===== src/rtl/async_fifo_mc_bank.sv =====
// rtl/async_fifo_mc_bank.sv - bank of NCH independent single-clock FIFOs with level, thresholds and sticky errors
module async_fifo_mc_bank #(
    parameter int DATA_SIZE = 12,
    parameter int ADDR_SIZE = 4,
    parameter int NCH       = 4,
    parameter int AFULL_TH  = 12,
    parameter int AEMPTY_TH = 2,
    parameter int FWFT      = 0
) (
    input  logic                         rclk,
    input  logic                         wrst,
    input  logic [NCH-1:0]               winc,
    input  logic [NCH*DATA_SIZE-1:0]     wData,
    input  logic [NCH-1:0]               rinc,
    output logic [NCH*DATA_SIZE-1:0]     rData,
    output logic [NCH-1:0]               wFull,
    output logic [NCH-1:0]               rEmpty,
    output logic [NCH-1:0]               aFull,
    output logic [NCH-1:0]               aEmpty,
    output logic [NCH*(ADDR_SIZE+1)-1:0] level,
    output logic [NCH-1:0]               ovf,
    output logic [NCH-1:0]               udf,
    input  logic                         err_clr
);
    localparam int DEPTH = 1 << ADDR_SIZE;
    localparam logic [ADDR_SIZE:0] AFULL_L  = AFULL_TH[ADDR_SIZE:0];
    localparam logic [ADDR_SIZE:0] AEMPTY_L = AEMPTY_TH[ADDR_SIZE:0];

    for (genvar c = 0; c < NCH; c++) begin : g_ch
        logic [ADDR_SIZE:0]   r_wptr;
        logic [ADDR_SIZE:0]   r_rptr;
        logic [ADDR_SIZE:0]   r_level;
        logic                 r_ovf;
        logic                 r_udf;
        logic [DATA_SIZE-1:0] r_mem [DEPTH];
        logic                 w_full;
        logic                 w_empty;
        logic                 w_push_ok;
        logic                 w_pop_ok;
        logic [DATA_SIZE-1:0] w_head;

        // Wrap bit distinguishes full from empty when the addresses coincide.
        assign w_full    = (r_wptr[ADDR_SIZE-1:0] == r_rptr[ADDR_SIZE-1:0]) &&
                           (r_wptr[ADDR_SIZE] != r_rptr[ADDR_SIZE]);
        assign w_empty   = (r_wptr == r_rptr);
        assign w_push_ok = winc[c] & ~w_full;
        assign w_pop_ok  = rinc[c] & ~w_empty;
        assign w_head    = r_mem[r_rptr[ADDR_SIZE-1:0]];

        always_ff @(posedge rclk or negedge wrst) begin
            if (!wrst) begin
                r_wptr  <= '0;
                r_rptr  <= '0;
                r_level <= '0;
                r_ovf   <= 1'b0;
                r_udf   <= 1'b0;
            end else begin
                if (w_push_ok) r_wptr <= r_wptr + 1'b1;
                if (w_pop_ok)  r_rptr <= r_rptr + 1'b1;
                if (w_push_ok && !w_pop_ok)      r_level <= r_level + 1'b1;
                else if (!w_push_ok && w_pop_ok) r_level <= r_level - 1'b1;
                // A new rejection takes priority over a clear in the same cycle.
                if (winc[c] && w_full)  r_ovf <= 1'b1;
                else if (err_clr)       r_ovf <= 1'b0;
                if (rinc[c] && w_empty) r_udf <= 1'b1;
                else if (err_clr)       r_udf <= 1'b0;
            end
        end

        always_ff @(posedge rclk) begin
            if (wrst && w_push_ok) r_mem[r_wptr[ADDR_SIZE-1:0]] <= wData[c*DATA_SIZE +: DATA_SIZE];
        end

        if (FWFT != 0) begin : g_fwft
            assign rData[c*DATA_SIZE +: DATA_SIZE] = w_empty ? '0 : w_head;
        end else begin : g_std
            logic [DATA_SIZE-1:0] r_rdata;
            always_ff @(posedge rclk or negedge wrst) begin
                if (!wrst)         r_rdata <= '0;
                else if (w_pop_ok) r_rdata <= w_head;
            end
            assign rData[c*DATA_SIZE +: DATA_SIZE] = r_rdata;
        end

        assign wFull[c]  = w_full;
        assign rEmpty[c] = w_empty;
        assign aFull[c]  = (r_level >= AFULL_L);
        assign aEmpty[c] = (r_level <= AEMPTY_L);
        assign level[c*(ADDR_SIZE+1) +: ADDR_SIZE+1] = r_level;
        assign ovf[c] = r_ovf;
        assign udf[c] = r_udf;
    end
endmodule


===== config.mk =====
export PLATFORM = sky130hd
export DESIGN_NAME = async_fifo_mc_bank
export DESIGN_NICKNAME = d
export VERILOG_FILES = /design/src/rtl/async_fifo_mc_bank.sv
export SDC_FILE = /design/constraint.sdc
export NUM_CORES = 1
export LEC_CHECK = 0
export CORE_UTILIZATION = 60
export CTS_CLUSTER_DIAMETER = 50
export CTS_CLUSTER_SIZE = 40
export DETAILED_ROUTE_END_ITERATION = 8
export PLACE_DENSITY = 0.88
export SETUP_SLACK_MARGIN = 0.4
export SYNTH_ARGS = -nofsm -noshare
export SYNTH_HDL_FRONTEND = slang
export SYNTH_SLANG_ARGS = --single-unit

===== constraint.sdc =====
create_clock -name rclk -period 4.15 [get_ports rclk]
set_clock_uncertainty 0.15 [all_clocks]
set_input_delay 0.83 -clock rclk [delete_from_list [all_inputs] [get_ports rclk]]
set_output_delay 0.83 -clock rclk [all_outputs]
set_load 0.05 [all_outputs]

==> summary.md, run 1 <==
| Metric | Value |
|---|---|
| Max-slew violation count | `0` |
| Die height | `246 um` |
| R2r endpoint | `g_ch[3].r_level[4]` |
| Arrival time at the worst endpoint | `approximately 3.9 ns` |
| Post-synth ARST share | `0.131` |
| Placed wire-length estimate | `around 44000 um` |
| Min cycle time layout | `3.52 ns` |
| Site Rows | `88` |
| Area growth, synth to finish | `14.5%` |
| Synth top area cells | `edfxtp_1 (65%), mux4_2 (9.1%), dfrtp_1 (8.2%)` |
| Final worst-path setup slack | `roughly 0.63 ns` |
| Critical R2R Launch | `g_ch[3].r_wptr[3]` |
| Hold Slack | `0.349 ns` |
| Worst min-delay path startpoint | `g_ch[1].r_rptr[4]` |
| CTS tree | `built` |
| Vias post-DR | `18600` |
| Crit path kind | `flop to flop` |
| Worst-path clk slew | `about 0.08 ns` |
| Hold Fails Final Rpt | `0` |
| Reg2Reg Depth | `14` |
| Worst-case clock buffer depth | `3` |
| Syn_area_per_cell | `18.2 um2` |
| RSZ-0062 raised after global routing | `no` |
| Max-Cap Viols | `0` |
| Leak | `approximately 14 nW` |
| Mapped cell area | `approximately 36000 um2` |
| Crit path launch type | `flop` |
| Clk_lat worst skew | `around 0.63 ns` |
| Fraction of layout cells with a size suffix above 1 | `0.213` |
| Overall routing resource usage | `0.258` |
| Setup tns final | `0 ns` |
| Clk sinks | `884` |
| Critical Path Fanout Max | `17` |
| Core Area | `58100 um2` |
| Post-synth top area cell | `edfxtp_1` |
| Top cells by count, synth | `edfxtp_1 (768), mux4_2 (144), dfrtp_1 (116)` |
| Seq cells post-synth | `884` |
| IO Port Bufs | `150` |
| Final net count | `2238` |
| Worst Hold Depth | `1` |
| DR WL/cell | `25.5 um` |
| Pwr/cell area | `708 nW/um2` |
| 1st-iter DRT viols | `1641` |
| First-pass GRT wire length | `116000 um` |
| Initial Util | `0.612` |
| Synth top area share | `0.648` |
| Largest net degree at the start of global routing | `76` |
| WHS Endpoint | `g_ch[1].r_rptr[4]` |
| Final ANT Viol Nets | `0` |
| Yosys warns | `0` |
| DR vias/cell | `6.28` |
| Seq/Total Area, Yosys | `0.730` |
| Post-DP Area | `~38000 um2` |
| Number of synthesized flops with an enable pin | `768` |
| Global route total overflow | `0` |
| DRC viols | `0` |
| Peak supply drop | `a little over 700 uV` |
| Final instance area | `40700 um2` |
| Synth cell types | `43` |
| Vias in the first global route | `about 20000` |
| Syn Nets | `slightly above 2000` |
| Die extent in x | `246 um` |
| CP Launch Point | `g_ch[3].r_wptr[3]` |
| Peak Freq | `284 MHz` |
| DR pass1 iterations | `6` |
| Crit path required time | `4.51 ns` |
| Outcome | `finished clean` |
| CTS buffer count | `71` |
| Most frequent cell after synthesis | `edfxtp_1` |
| Total Wirelength | `75500 um` |
| Setup Viol. Count Final | `0` |
| Die ar. | `60300 um2` |
| Slew headroom | `0.302` |
| Ys flop type | `edfxtp_1` |
| Max H-tree Level | `3` |
| Ratio of final minimum period to clock period | `0.849` |
| Kind of end point of the critical path | `flop` |
| Mapped Cells | `1956` |
| Initial antenna violation count | `2` |
| Least-Margin Pin Slew | `1.04 ns` |
| R2R setup slack | `approximately 0.63 ns` |
| Final Core Density | `0.701` |
| DP Worst Slack | `between 0.4 and 0.5 ns` |
| Root Buffer | `clkbuf_16` |
| Routability Congestion | `approximately 0.83` |
| Top Ports | `151` |
| Worst Hold Class | `flop to flop` |
[routing by layer]
layer | global-route usage | vias to the layer above | share of wire
met5 | 0 | - | 0.00017
met4 | 0.100 | 2 | 0.034
met3 | 0.0450 | 166 | 0.073
met2 | 0.437 | 821 | 0.52
met1 | 0.333 | 9572 | 0.38
li1 | - | 8052 | -
[cell type report]
class | instances | area, um2
Fill cell | 3410 | 17400
Multi-Input combinational cell | 914 | 8940
Timing Repair Buffer | 239 | 2190
Clock buffer | 81 | 1930
Tap cell | 765 | 957
Inverter | 29 | 109
Antenna cell | 1 | 2.50
Clock inverter | 50 | 629
Sequential cell | 884 | 26000
[critical path: stages (launching register included)]
cell and delay (ns):
dfrtp_2 0.50, xor2_1 0.19, nor4_2 0.36, and2_1 0.23
nand2b_1 0.11, buf_4 0.27, inv_2 0.14, ha_1 0.25
inv_1 0.16, ha_1 0.30, a21o_1 0.21, a21oi_1 0.18
xnor2_1 0.14, nor2_1 0.07, xor2_1 0.14
[cell families after synthesis]
kind of cell,share of synthesized area
DFF,0.730
and+or+nand+nor,0.0458
muxes,0.122
AOI/OAI and AO/OA,0.0448
buffers and inverters,0.0247
xor gates and xnor gates,0.0182
adders and majority gates,0.0149
[how the worst max path moves through the flow]
| stage | slack, ns | to | cells past startpoint |
|---|---|---|---|
| finish | 0.63 | g_ch[3].r_level[4] | 14 |
| detailed placement | 0.40 | g_ch[0].r_level[4] | 12 |
| global placement | 0.52 | g_ch[0].r_level[4] | 11 |
| CTS | 0.41 | wFull[2] | 4 |
| global route | 0.41 | g_ch[3].r_level[4] | 14 |
| floorplan | 0.67 | aEmpty[0] | 1 |
[registers in the layout, summed over array words and instances, names as in the netlist]
signal and flops:
g_ch.r_mem 768, g_ch.g_std.r_rdata 48, g_ch.r_level 20, g_ch.r_rptr 20, g_ch.r_wptr 20, g_ch.r_ovf 4
g_ch.r_udf 4
[repair_timing]
action,in CTS,in global routing
hold buffers,1,0
gates resized for setup,3,8
pin swaps,0,1
endpoints found under the setup margin,3,8
endpoints found under the hold margin,19,0
setup buffers,0,8
cloned,0,0
[report_power, final]
| part | switching [mW] | internal [mW] |
|---|---|---|
| sequential | 0.733 | 10.7 |
| clock | 3.50 | 3.77 |
| combinational | 6.11 | 4.09 |
| total | 10.3 | 18.5 |
[placed cells by master (no fill, tap or decap), drive strengths merged, types with 3 or more instances in the layout]
master | Yosys | final
clkinv | 0 | 16
nand2 | 44 | 44
dfrtp | 116 | 116
xor2 | 28 | 28
a21o | 11 | 11
mux2 | 55 | 55
nor2 | 75 | 75
dlymetal6s2s | 0 | 6
buf | 85 | 89
fa | 4 | 4
inv | 29 | 58
edfxtp | 768 | 768
mux2i | 48 | 48
a21boi | 6 | 6
nor3 | 24 | 24
bufinv | 0 | 3
nor4 | 11 | 11
o21ai | 23 | 23
clkdlybuf4s50 | 0 | 141
a21oi | 104 | 104
xnor2 | 46 | 46
and3 | 16 | 16
clkbuf | 44 | 81
nor2b | 99 | 99
and2 | 8 | 8
nand4 | 16 | 16
a211oi | 48 | 48
a2111oi | 52 | 52
mux4 | 144 | 144
nand2b | 9 | 9
ha | 36 | 36
[stage by stage]
step,power [mW],cells
2_1_floorplan,18.9,1956
6_report,28.9,2963
3_3_place_gp,21.2,2822
4_1_cts,29.0,2954
5_1_grt,30.0,2963
3_5_place_dp,21.6,2822
(Power assumes the default switching activity.)
==> run 2, diff against run 1 <==
- CORE_UTILIZATION: 60 -> 55
- PLACE_DENSITY: 0.88 -> 0.85
- clock period: 4.15 -> 3.08 ns (I/O delays scaled with it)
==> run 2 against run 1 <==
Net effect:
- routed wire length is 0.97% higher
- register-to-register slack got worse by 0.36 ns
- die area up 9.0%
- clock power rose by 42%
- sequential share of layout area shrank 1.8 points
- critical path type is now flop to output pin
==> summary.md, run 2 (synthesis gave the netlist of run 1 again) <==
| Metric | Value |
|---|---|
| Outcome | `finished clean` |
| Critical R2R Launch | `g_ch[1].r_rptr[2]` |
| Final ANT Viol Nets | `0 (unchanged)` |
| Dpl cells | `2945 (+4.4%)` |
| Largest net degree at the start of global routing | `76 (unchanged)` |
| Max-Cap Viols | `0 (unchanged)` |
| Crit path kind | `flop to output pin` |
| Post-DP Area | `38800 um2 (+1.8%)` |
| Die height | `256 um (+4.4%)` |
| Final worst-path setup slack | `0.245 ns (-0.383 ns)` |
| Vias post-DR | `18800 (+1.1%)` |
| Slowest CP cell | `dfrtp_2` |
| Clk sinks | `884 (unchanged)` |
| DP Worst Slack | `-0.0378 ns (-0.439 ns)` |
| Clk_lat worst skew | `0.63 ns (about the same)` |
| Min cycle time layout | `2.83 ns` |
| Final net count | `2308 (+3.1%)` |
| Area growth, synth to finish | `17.8%` |
| Worst-path clk slew | `0.07 ns (about the same)` |
| Site Rows | `92 (+4.5%)` |
| Most frequent cells in the layout | `edfxtp_1 (768), buf_4 (147), mux4_2 (144), clkdlybuf4s50_1 (113), dfrtp_1 (101)` |
| Total Wirelength | `76300 um (+0.97%)` |
| Clock network power share | `0.254 (+0.002)` |
| Commonest non-fill, non-tap cell in the layout | `edfxtp_1` |
| Pwr/cell area | `965 nW/um2 (+36%)` |
| Crit path launch type | `flop` |
| Routability Congestion | `0.799 (-3.9%)` |
| Reg2Reg Depth | `13 (-1)` |
| DR vias/cell | `6.04 (-3.9%)` |
| Final instance area | `41900 um2 (+2.9%)` |
| DR WL/cell | `24.5 um (-4.0%)` |
| Die extent in x | `256 um (+4.4%)` |
| Initial Util | `0.560 (-0.0521)` |
| Hold Fails Final Rpt | `0 (unchanged)` |
| CTS buffer count | `72 (+1.4%)` |
| Least-Margin Pin Slew | `0.872 ns (-0.172 ns)` |
| First-pass GRT wire length | `115000 um (-0.51%)` |
| Die ar. | `65700 um2 (+9.0%)` |
| Final Core Density | `0.660 (-0.0409)` |
| DRC viols | `0 (unchanged)` |
| FF/Latch Area | `26000 um2 (about the same)` |
| CTS tree | `built` |
| IO Port Bufs | `150 (unchanged)` |
| Placed wire-length estimate | `44500 um (+0.11%)` |
| Critical Path Fanout Max | `3 (-14)` |
| Global route total overflow | `0 (unchanged)` |
| Arrival time at the worst endpoint | `2.07 ns (-1.81 ns)` |
| Root Buffer | `clkbuf_16` |
| P_sw | `14.3 mW (+38%)` |
| Peak Freq | `approximately 350 MHz` |
| Power share of the sequential group | `0.377 (-0.018)` |
| Crit path required time | `2.31 ns (-2.20 ns)` |
| Peak supply drop | `591 uV (-17%)` |
| Slew headroom | `0.417 (+0.115)` |
| Leak | `14.1 nW (+3.5%)` |
| Filler cells | `4009 (+18%)` |
| R2R setup slack | `0.27 ns (-0.36 ns)` |
| CP delay by family, top | `simple AND/OR/NAND/NOR gates` |
| Vias in the first global route | `19500 (-1.3%)` |
| Max H-tree Level | `3 (unchanged)` |
| Logic pwr share | `0.369 (+0.016)` |
| Fraction of layout cells with a size suffix above 1 | `0.268 (+0.0550)` |
| Largest stage delay on the critical path | `0.43 ns (-0.07 ns)` |
| Ratio of final minimum period to clock period | `0.920` |
| DR pass1 iterations | `6 (unchanged)` |
| CP bufs+invs | `2 (-1)` |
| Multi-input logic area | `9210 um2 (+3.0%)` |
| Worst Hold Class | `input pin to async pin` |
| Top Ports | `151 (unchanged)` |
| Flip-flop count of the largest register after layout | `768 (unchanged)` |
| Initial antenna violation count | `3 (+1)` |
| Switching Fraction | `0.352 (-0.00596)` |
| Overall routing resource usage | `0.232 (-0.0258)` |
| 1st-iter DRT viols | `1739 (+6.0%)` |
| Setup Viol. Count Final | `0 (unchanged)` |
| Critical path, cell by cell | `xor2_2 > nor4_4 > buf_4 > and2_4 > buf_12` |
| R2r endpoint | `g_ch[1].r_level[4]` |
| Layout Cells excl Fill | `3117 (+5.2%)` |
| Core Area | `63500 um2 (+9.3%)` |
| Worst-case clock buffer depth | `3 (unchanged)` |
| Kind of end point of the critical path | `output pin` |
| Max-slew violation count | `0 (unchanged)` |
| CP Launch Point | `g_ch[1].r_rptr[2]` |
| Internal Power | `26.2 mW (+41%)` |
| RSZ-0062 raised after global routing | `yes` |
-- run 2: per-layer routing --
metal,share of wire,GRT usage,up-vias
met2,0.51,0.391,758
met3,0.069,0.0347,155
met5,0.00016,0,-
met4,0.030,0.0842,2
li1,-,-,8191
met1,0.39,0.308,9717
-- run 2: worst max path at each step --
stage / endpoint / depth (start not counted)
CTS: aEmpty[2] / 2
finish: wFull[1] / 5
global route: g_ch[1].r_level[4] / 13
floorplan: g_ch[3].r_mem[0][0] / 7
detailed placement: g_ch[2].r_level[4] / 10
global placement: g_ch[2].r_level[4] / 10
-- run 2: per-stage QoR --
stage | hold WS [ns] | setup TNS [ns] | power (mW)
floorplan | 0.170 | 0 | 25.8
finish | 0.302 | 0 | 40.4
global placement | 0.333 | 0 | 29.3
CTS | 0.281 | 0 | 40.3
global route | 0.299 | 0 | 42.1
detailed placement | 0.336 | -0.0378 | 29.8
-- run 2: layout make-up --
| class | count | share of cell area |
|---|---|---|
| antenna | 2 | 0.000119 |
| timing repair buffer | 308 | 0.0674 |
| sequential | 884 | 0.620 |
| multi-input combinational | 914 | 0.220 |
| inverter | 29 | 0.00295 |
| tap | 846 | 0.0253 |
| clock buffer | 80 | 0.0465 |
| clock inverter | 54 | 0.0183 |
-- run 2: power by group through the flow --
stage | Clock, mW | Combinational, mW | Sequential, mW
6_report | 10.3 | 14.9 | 15.3
5_1_grt | 10.9 | 15.9 | 15.4
4_1_cts | 10.4 | 14.6 | 15.2
3_5_place_dp | 0 | 14.3 | 15.5
3_3_place_gp | 0 | 13.9 | 15.4
2_1_floorplan | 0 | 8.95 | 16.8
-- run 2: timing repair --
| action | CTS | global route |
|---|---|---|
| gates cloned | 0 | 0 |
| resized for setup | 53 | 29 |
| endpoints found under the hold margin | 10 | 0 |
| buffers inserted | 14 | 21 |
| pin swaps | 15 | 27 |
| endpoints found under the setup margin | 44 | 20 |
| hold buffers | 1 | 0 |
